--- config.mk ---
export PLATFORM = sky130hd
export DESIGN_NAME = light_zone_ctrl_flat
export DESIGN_NICKNAME = d
export VERILOG_FILES = /design/src/rtl/light_zone_if.sv /design/src/rtl/light_zone_ctrl.sv /design/src/flat_wrapper.sv
export SDC_FILE = /design/constraint.sdc
export NUM_CORES = 1
export LEC_CHECK = 0
export BUFFER_PORTS_ARGS = -buffer_cell sky130_fd_sc_hd__buf_2
export CAP_MARGIN = 20
export CELL_PAD_IN_SITES_DETAIL_PLACEMENT = 1
export CELL_PAD_IN_SITES_GLOBAL_PLACEMENT = 1
export CORE_ASPECT_RATIO = 1.4
export CORE_MARGIN = 4
export CORE_UTILIZATION = 40
export CTS_CLUSTER_DIAMETER = 200
export DETAILED_ROUTE_END_ITERATION = 6
export GPL_ROUTABILITY_DRIVEN = 0
export GPL_TIMING_DRIVEN = 0
export HOLD_SLACK_MARGIN = 0.06
export PLACE_DENSITY = 0.75
export SETUP_SLACK_MARGIN = 0.02
export SLEW_MARGIN = 40
export SYNTH_ARGS = -nofsm -noshare
export SYNTH_HDL_FRONTEND = slang
export SYNTH_SLANG_ARGS = --single-unit
--- constraint.sdc ---
create_clock -name clk -period 2.6 [get_ports clk]
set_input_delay 0.78 -clock clk [delete_from_list [all_inputs] [get_ports clk]]
set_output_delay 0.78 -clock clk [all_outputs]
set_load 0.005 [all_outputs]
--- src/rtl/light_zone_if.sv ---
// Panel-side bundle for the lighting controller: per-zone buttons/enables and the shared
// sunlight sample in, per-zone lamp levels/colours and the shared target level out.
interface light_zone_if #(
    parameter int NUM_ZONES = 4,
    parameter int SENSOR_W  = 8
);
    logic [NUM_ZONES-1:0]   color_button;
    logic [NUM_ZONES-1:0]   zone_en;
    logic [SENSOR_W-1:0]    sunlight_sensor;
    logic [2*NUM_ZONES-1:0] luminosity;
    logic [2*NUM_ZONES-1:0] color;
    logic [1:0]             target_lvl;

    modport master (
        output color_button, zone_en, sunlight_sensor,
        input  luminosity, color, target_lvl
    );

    modport slave (
        input  color_button, zone_en, sunlight_sensor,
        output luminosity, color, target_lvl
    );
endinterface

--- src/rtl/light_zone_ctrl.sv ---
// Multi-zone lighting controller: hysteresis-filtered shared target level, per-zone ramp
// toward it on prescaler ticks, and per-zone debounced colour buttons.
module light_zone_ctrl #(
    parameter int NUM_ZONES  = 4,
    parameter int SENSOR_W   = 8,
    parameter int NUM_COLORS = 4,
    parameter int TH1        = 15,
    parameter int TH2        = 30,
    parameter int TH3        = 50,
    parameter int HYST       = 2,
    parameter int DEBOUNCE   = 4,
    parameter int RAMP_DIV   = 16
) (
    input  logic         clk,
    input  logic         reset,
    light_zone_if.slave  bus
);
    localparam int DBW = (DEBOUNCE > 1) ? $clog2(DEBOUNCE) : 1;
    localparam int PSW = $clog2(RAMP_DIV);
    localparam logic [DBW-1:0] DB_MAX  = DBW'(DEBOUNCE - 1);
    localparam logic [PSW-1:0] PS_MAX  = PSW'(RAMP_DIV - 1);
    localparam logic [1:0]     CLR_MAX = 2'(NUM_COLORS - 1);

    logic [NUM_ZONES-1:0] sync1_q, sync1_d;
    logic [NUM_ZONES-1:0] sync2_q, sync2_d;
    logic [NUM_ZONES-1:0] deb_q, deb_d;
    logic [DBW-1:0]       cnt_q   [NUM_ZONES];
    logic [DBW-1:0]       cnt_d   [NUM_ZONES];
    logic [1:0]           color_q [NUM_ZONES];
    logic [1:0]           color_d [NUM_ZONES];
    logic [1:0]           lum_q   [NUM_ZONES];
    logic [1:0]           lum_d   [NUM_ZONES];
    logic [PSW-1:0]       ps_q, ps_d;
    logic [1:0]           target_q, target_d;
    logic [1:0]           up_lvl_s, dn_lvl_s;
    logic                 tick_s;

    // Level 3 below the first threshold, stepping down to 0 at or above the third.
    function automatic logic [1:0] classify(input logic [SENSOR_W-1:0] s,
                                            input int t1, input int t2, input int t3);
        int v;
        v = int'(s);
        if (v < t1) begin
            classify = 2'd3;
        end else if (v < t2) begin
            classify = 2'd2;
        end else if (v < t3) begin
            classify = 2'd1;
        end else begin
            classify = 2'd0;
        end
    endfunction

    // Shared target with hysteresis, plus the ramp prescaler.
    always_comb begin
        up_lvl_s = classify(bus.sunlight_sensor, TH1 - HYST, TH2 - HYST, TH3 - HYST);
        dn_lvl_s = classify(bus.sunlight_sensor, TH1 + HYST, TH2 + HYST, TH3 + HYST);
        target_d = target_q;
        if (up_lvl_s > target_q) begin
            target_d = up_lvl_s;
        end else if (dn_lvl_s < target_q) begin
            target_d = dn_lvl_s;
        end else begin
            target_d = target_q;
        end
        tick_s = (ps_q == PS_MAX);
        if (tick_s) begin
            ps_d = {PSW{1'b0}};
        end else begin
            ps_d = ps_q + PSW'(1);
        end
    end

    // Per-zone button synchroniser, debouncer, colour stepping and lamp ramp.
    always_comb begin
        sync1_d = bus.color_button;
        sync2_d = sync1_q;
        deb_d   = deb_q;
        for (int z = 0; z < NUM_ZONES; z++) begin
            cnt_d[z]   = cnt_q[z];
            color_d[z] = color_q[z];
            lum_d[z]   = lum_q[z];
            if (sync2_q[z] != deb_q[z]) begin
                if (cnt_q[z] == DB_MAX) begin
                    deb_d[z] = sync2_q[z];
                    cnt_d[z] = {DBW{1'b0}};
                end else begin
                    cnt_d[z] = cnt_q[z] + DBW'(1);
                end
            end else begin
                cnt_d[z] = {DBW{1'b0}};
            end
            // Colour steps only on a debounced press, and is frozen while the zone is disabled.
            if (deb_d[z] && !deb_q[z] && bus.zone_en[z]) begin
                color_d[z] = (color_q[z] == CLR_MAX) ? 2'd0 : color_q[z] + 2'd1;
            end else begin
                color_d[z] = color_q[z];
            end
            if (!bus.zone_en[z]) begin
                lum_d[z] = 2'd0;
            end else if (tick_s) begin
                if (lum_q[z] < target_q) begin
                    lum_d[z] = lum_q[z] + 2'd1;
                end else if (lum_q[z] > target_q) begin
                    lum_d[z] = lum_q[z] - 2'd1;
                end else begin
                    lum_d[z] = lum_q[z];
                end
            end else begin
                lum_d[z] = lum_q[z];
            end
        end
    end

    // State registers; reset clears every stage at once.
    always_ff @(posedge clk or posedge reset) begin
        if (reset) begin
            sync1_q  <= {NUM_ZONES{1'b0}};
            sync2_q  <= {NUM_ZONES{1'b0}};
            deb_q    <= {NUM_ZONES{1'b0}};
            ps_q     <= {PSW{1'b0}};
            target_q <= 2'd0;
            for (int z = 0; z < NUM_ZONES; z++) begin
                cnt_q[z]   <= {DBW{1'b0}};
                color_q[z] <= 2'd0;
                lum_q[z]   <= 2'd0;
            end
        end else begin
            sync1_q  <= sync1_d;
            sync2_q  <= sync2_d;
            deb_q    <= deb_d;
            ps_q     <= ps_d;
            target_q <= target_d;
            for (int z = 0; z < NUM_ZONES; z++) begin
                cnt_q[z]   <= cnt_d[z];
                color_q[z] <= color_d[z];
                lum_q[z]   <= lum_d[z];
            end
        end
    end

    assign bus.target_lvl = target_q;

    for (genvar g = 0; g < NUM_ZONES; g++) begin : g_out
        assign bus.luminosity[2*g +: 2] = lum_q[g];
        assign bus.color[2*g +: 2]      = color_q[g];
    end
endmodule

--- src/flat_wrapper.sv ---
// flat-port wrapper written by rule: the top's interface ports become plain ports
module light_zone_ctrl_flat 
#(
    parameter int NUM_ZONES  = 4,
    parameter int SENSOR_W   = 8,
    parameter int NUM_COLORS = 4,
    parameter int TH1        = 15,
    parameter int TH2        = 30,
    parameter int TH3        = 50,
    parameter int HYST       = 2,
    parameter int DEBOUNCE   = 4,
    parameter int RAMP_DIV   = 16
)
  (clk, reset, bus_color_button, bus_zone_en, bus_sunlight_sensor, bus_luminosity, bus_color, bus_target_lvl);
  light_zone_if #(.NUM_ZONES(NUM_ZONES), .SENSOR_W(SENSOR_W)) bus_i ();
  input  logic clk;
  input  logic reset;
  input wire logic [$bits(bus_i.color_button)-1:0] bus_color_button;
  input wire logic [$bits(bus_i.zone_en)-1:0] bus_zone_en;
  input wire logic [$bits(bus_i.sunlight_sensor)-1:0] bus_sunlight_sensor;
  output wire logic [$bits(bus_i.luminosity)-1:0] bus_luminosity;
  output wire logic [$bits(bus_i.color)-1:0] bus_color;
  output wire logic [$bits(bus_i.target_lvl)-1:0] bus_target_lvl;
  assign bus_i.color_button = bus_color_button;
  assign bus_i.zone_en = bus_zone_en;
  assign bus_i.sunlight_sensor = bus_sunlight_sensor;
  assign bus_luminosity = bus_i.luminosity;
  assign bus_color = bus_i.color;
  assign bus_target_lvl = bus_i.target_lvl;
  light_zone_ctrl #(.NUM_ZONES(NUM_ZONES), .SENSOR_W(SENSOR_W), .NUM_COLORS(NUM_COLORS), .TH1(TH1), .TH2(TH2), .TH3(TH3), .HYST(HYST), .DEBOUNCE(DEBOUNCE), .RAMP_DIV(RAMP_DIV)) u_core (.clk(clk), .reset(reset), .bus(bus_i));
endmodule
==> impl_metrics.ini <==
[cells_and_area]
post_route_cells_drive_above_1_share_pct = 26.9
synthToLayoutAreaGrowth_pct = 17.5
fill_cells = 571
fin_nets = 260
antenna_cells = 0
finish.utilization_pct = 49.7
stdcell_count = 287

[power_and_ir_drop]
vdd_drop_max_mv = 0.438
sw_frac_of_total_pct = 30.8
power_leakage_uw = 0.00119
power.internal_uw = 1410
pwr-share-comb_pct = 29.2
clockPowerShare_pct = 24.8
powerDensity_nw_per_um2 = 827
power_frac_seq_pct = 46.0
netSwitchingPower_uw = 628

[synthesis]
syn_inst = 180
ys_types = 34
synth.top_cell.area_share_pct = 50.1
ys_seq_area_share_pct = 50.1
synthXorXnorAreaFrac_pct = 3.76
synth_edf_count = 0
synth.most_common_cell = dfrtp_1
synthTopCellsByArea = dfrtp_1, ha_1, mux2_2
synth_top_cell_by_area = dfrtp_1
synthArstFlopShare_pct = 100
synth_top_family_by_area = simple AND/OR/NAND/NOR gates
syn-num-nets = 218
synth-main-ff-cell = dfrtp_1
synth_area_um2 = 2100
ys_warn_count = 0
synth_compound_area_share_pct = 9.07
synth_fa_ha_area_share_pct = 11.9
synth.avg_cell_area_um2 = 11.6
synthMuxAreaShare_pct = 6.21
ys_ff_latch = 42
yosys.area_share.simple_pct = 17.3
synthTopCellsByCount = dfrtp_1, ha_1, nor3_1

[die]
io_pins = 36
fp-row-count = 30
initial_core_util_pct = 42.3
die_area_um2 = 6480
coreArea_um2 = 4950
die_w_um = 69.2
die_h_um = 93.6

[clock_tree]
hold_buffers = 0
cts_buffer_depth = 2
cts_setup_buffers = 0
cts_tree = built
htree_levels = 2
path_clk_slew_ns = 0.08
cts_resized = 0
ctsRootBufferMaster = clkbuf_8
clk_latency_ns = 0.29
cts_inserted_buffers = 5
cts_sinks = 42

[placement]
dp.cells = 279
place_hpwl_mm = 3.01
port_buffers = 35
dpl_worst_slack_ns = -0.0110

[global_routing]
grt_pass1_vias = 1615
grt_pass1_wl_mm = 7.18
antenna_found_initial = 0
track_usage_pct = 13.7
gr-total-overflow = 0
grt_max_degree = 43

[timing]
post-route-period-util_pct = 89.0
fmax_mhz = 432
hold_viol_final = 0
worstMarginPinSlew_ns = 0.499
fin_skew_ns = 0.00544
setup_viol = 0
holdWs_ns = 0.356
setup_ws_ns = 0.285
finalWorstPathRequiredPeriod_ns = 2.32
max-slew-margin-rel_pct = 66.4
finalMaxSlewViolations = 0
rsz0062_at_grt = false

[critical_path]
rrSetupSlack_ns = 0.70
cp_data_required_time_ns = 2.81
crit_type = input port to flip-flop
crit_arrival_ns = 2.52
rr_startpoint = u_core.bus.target_lvl[1]
r2r_cells = 6
start_kind = input port
critPathCaptureType = flip-flop
cp_max_fo = 5
reg2reg_to = u_core.bus.target_lvl[0]

[detailed_routing]
vias = 1522
drcViolationCount = 0
drt_iter0_markers = 73
drtAntennaViolNets = 0
drt-vias-per-instance = 5.30
wl_mm = 3.92
wire_per_inst_um = 13.7
dr.pass1.iters = 4

[status]
status = finished clean

[run]
drv_cap = 0

[hold_path]
hold_end = u_core.sync2_q[0]
min-delay-start = u_core.sync1_q[0]
min_path_type = flip-flop to flip-flop
hold_depth = 0
power by group through the flow:
stage                     registers, uW  clock network (uW)  logic (uW)
after global placement              943                   0         576
after CTS                           941                 524         613
after detailed placement            954                   0         604
final                               938                 504         595
after floorplan                     933                   0         421
after global routing                964                 552         698
final cells by class:
type	count	area, um2	share of cell area [%]
Clock buffer	5	68.8	2.79
Clock inverter	3	40.0	1.63
Inverter	9	36.3	1.47
Multi-Input combinational cell	129	1010	41.1
Sequential cell	42	1050	42.7
Tap cell	64	80.1	3.25
Timing Repair Buffer	35	175	7.11
worst max path at each step:
stage / from / to / slack, ns / cells after the start
finish: bus_sunlight_sensor[7] / u_core.bus.target_lvl[0] / 0.28 / 9
global route: bus_sunlight_sensor[7] / u_core.bus.target_lvl[0] / 0.05 / 9
CTS: bus_sunlight_sensor[4] / u_core.bus.target_lvl[0] / 0.28 / 8
detailed placement: bus_sunlight_sensor[4] / u_core.bus.target_lvl[0] / -0.01 / 8
global placement: bus_sunlight_sensor[4] / u_core.bus.target_lvl[0] / 0.005 / 8
floorplan: bus_sunlight_sensor[4] / u_core.bus.target_lvl[0] / 0.35 / 7
layer usage:
layer	vias up	global-route usage [%]	wire (um)
li1	725	-	-
met1	761	14.6	1580
met2	30	24.7	2070
met3	6	4.19	198
met4	0	5.86	71
met5	-	0	0
cell families (layout without fill, tap and decap cells):
| logic type | count (synthesis) | count (layout) |
|---|---|---|
| fa+ha+maj | 20 | 20 |
| buf+inv | 9 | 52 |
| flops | 42 | 42 |
| mux | 12 | 12 |
| compound gates | 27 | 27 |
| xor+xnor | 9 | 9 |
| simple gates | 61 | 61 |
critical path: stages:
cell	delay (ns)
buf_2	0.10
nor3_1	0.31
nand2_1	0.13
inv_1	0.08
ha_1	0.23
nor2b_1	0.13
o21ai_0	0.41
o21ai_0	0.16
o22ai_1	0.18
sequential cells by signal (all words and copies together), names as in the netlist:
signal,cells
u_core.bus.color,8
u_core.sync1_q,4
u_core.cnt_q,8
u_core.bus.luminosity,8
u_core.deb_q,4
u_core.ps_q,4
u_core.bus.target_lvl,2
u_core.sync2_q,4
cell usage in the layout (no fill, tap or decap), drive strengths merged, types with 2 or more instances in the layout:
cell type	n
xnor2	8
mux2	8
nor2b	9
dfrtp	42
and2	4
nor2	3
clkbuf	5
nor3	17
o21ai	6
a31o	4
nand2	9
a21oi	2
nand2b	7
nand3	4
clkinv	2
o21a	4
inv	9
a21o	4
buf	35
nand4b	5
ha	20
mux2i	4
through the flow:
| stage | cell area [um2] | setup TNS [ns] | total power (uW) |
|---|---|---|---|
| 5_1_grt | 2460 | 0 | 2210 |
| 4_1_cts | 2460 | 0 | 2080 |
| 3_5_place_dp | 2350 | -0.0110 | 1560 |
| 2_1_floorplan | 2100 | 0 | 1350 |
| 6_report | 2460 | 0 | 2040 |
| 3_3_place_gp | 2350 | 0 | 1520 |
Note: power is estimated with default switching activity, not from simulation.
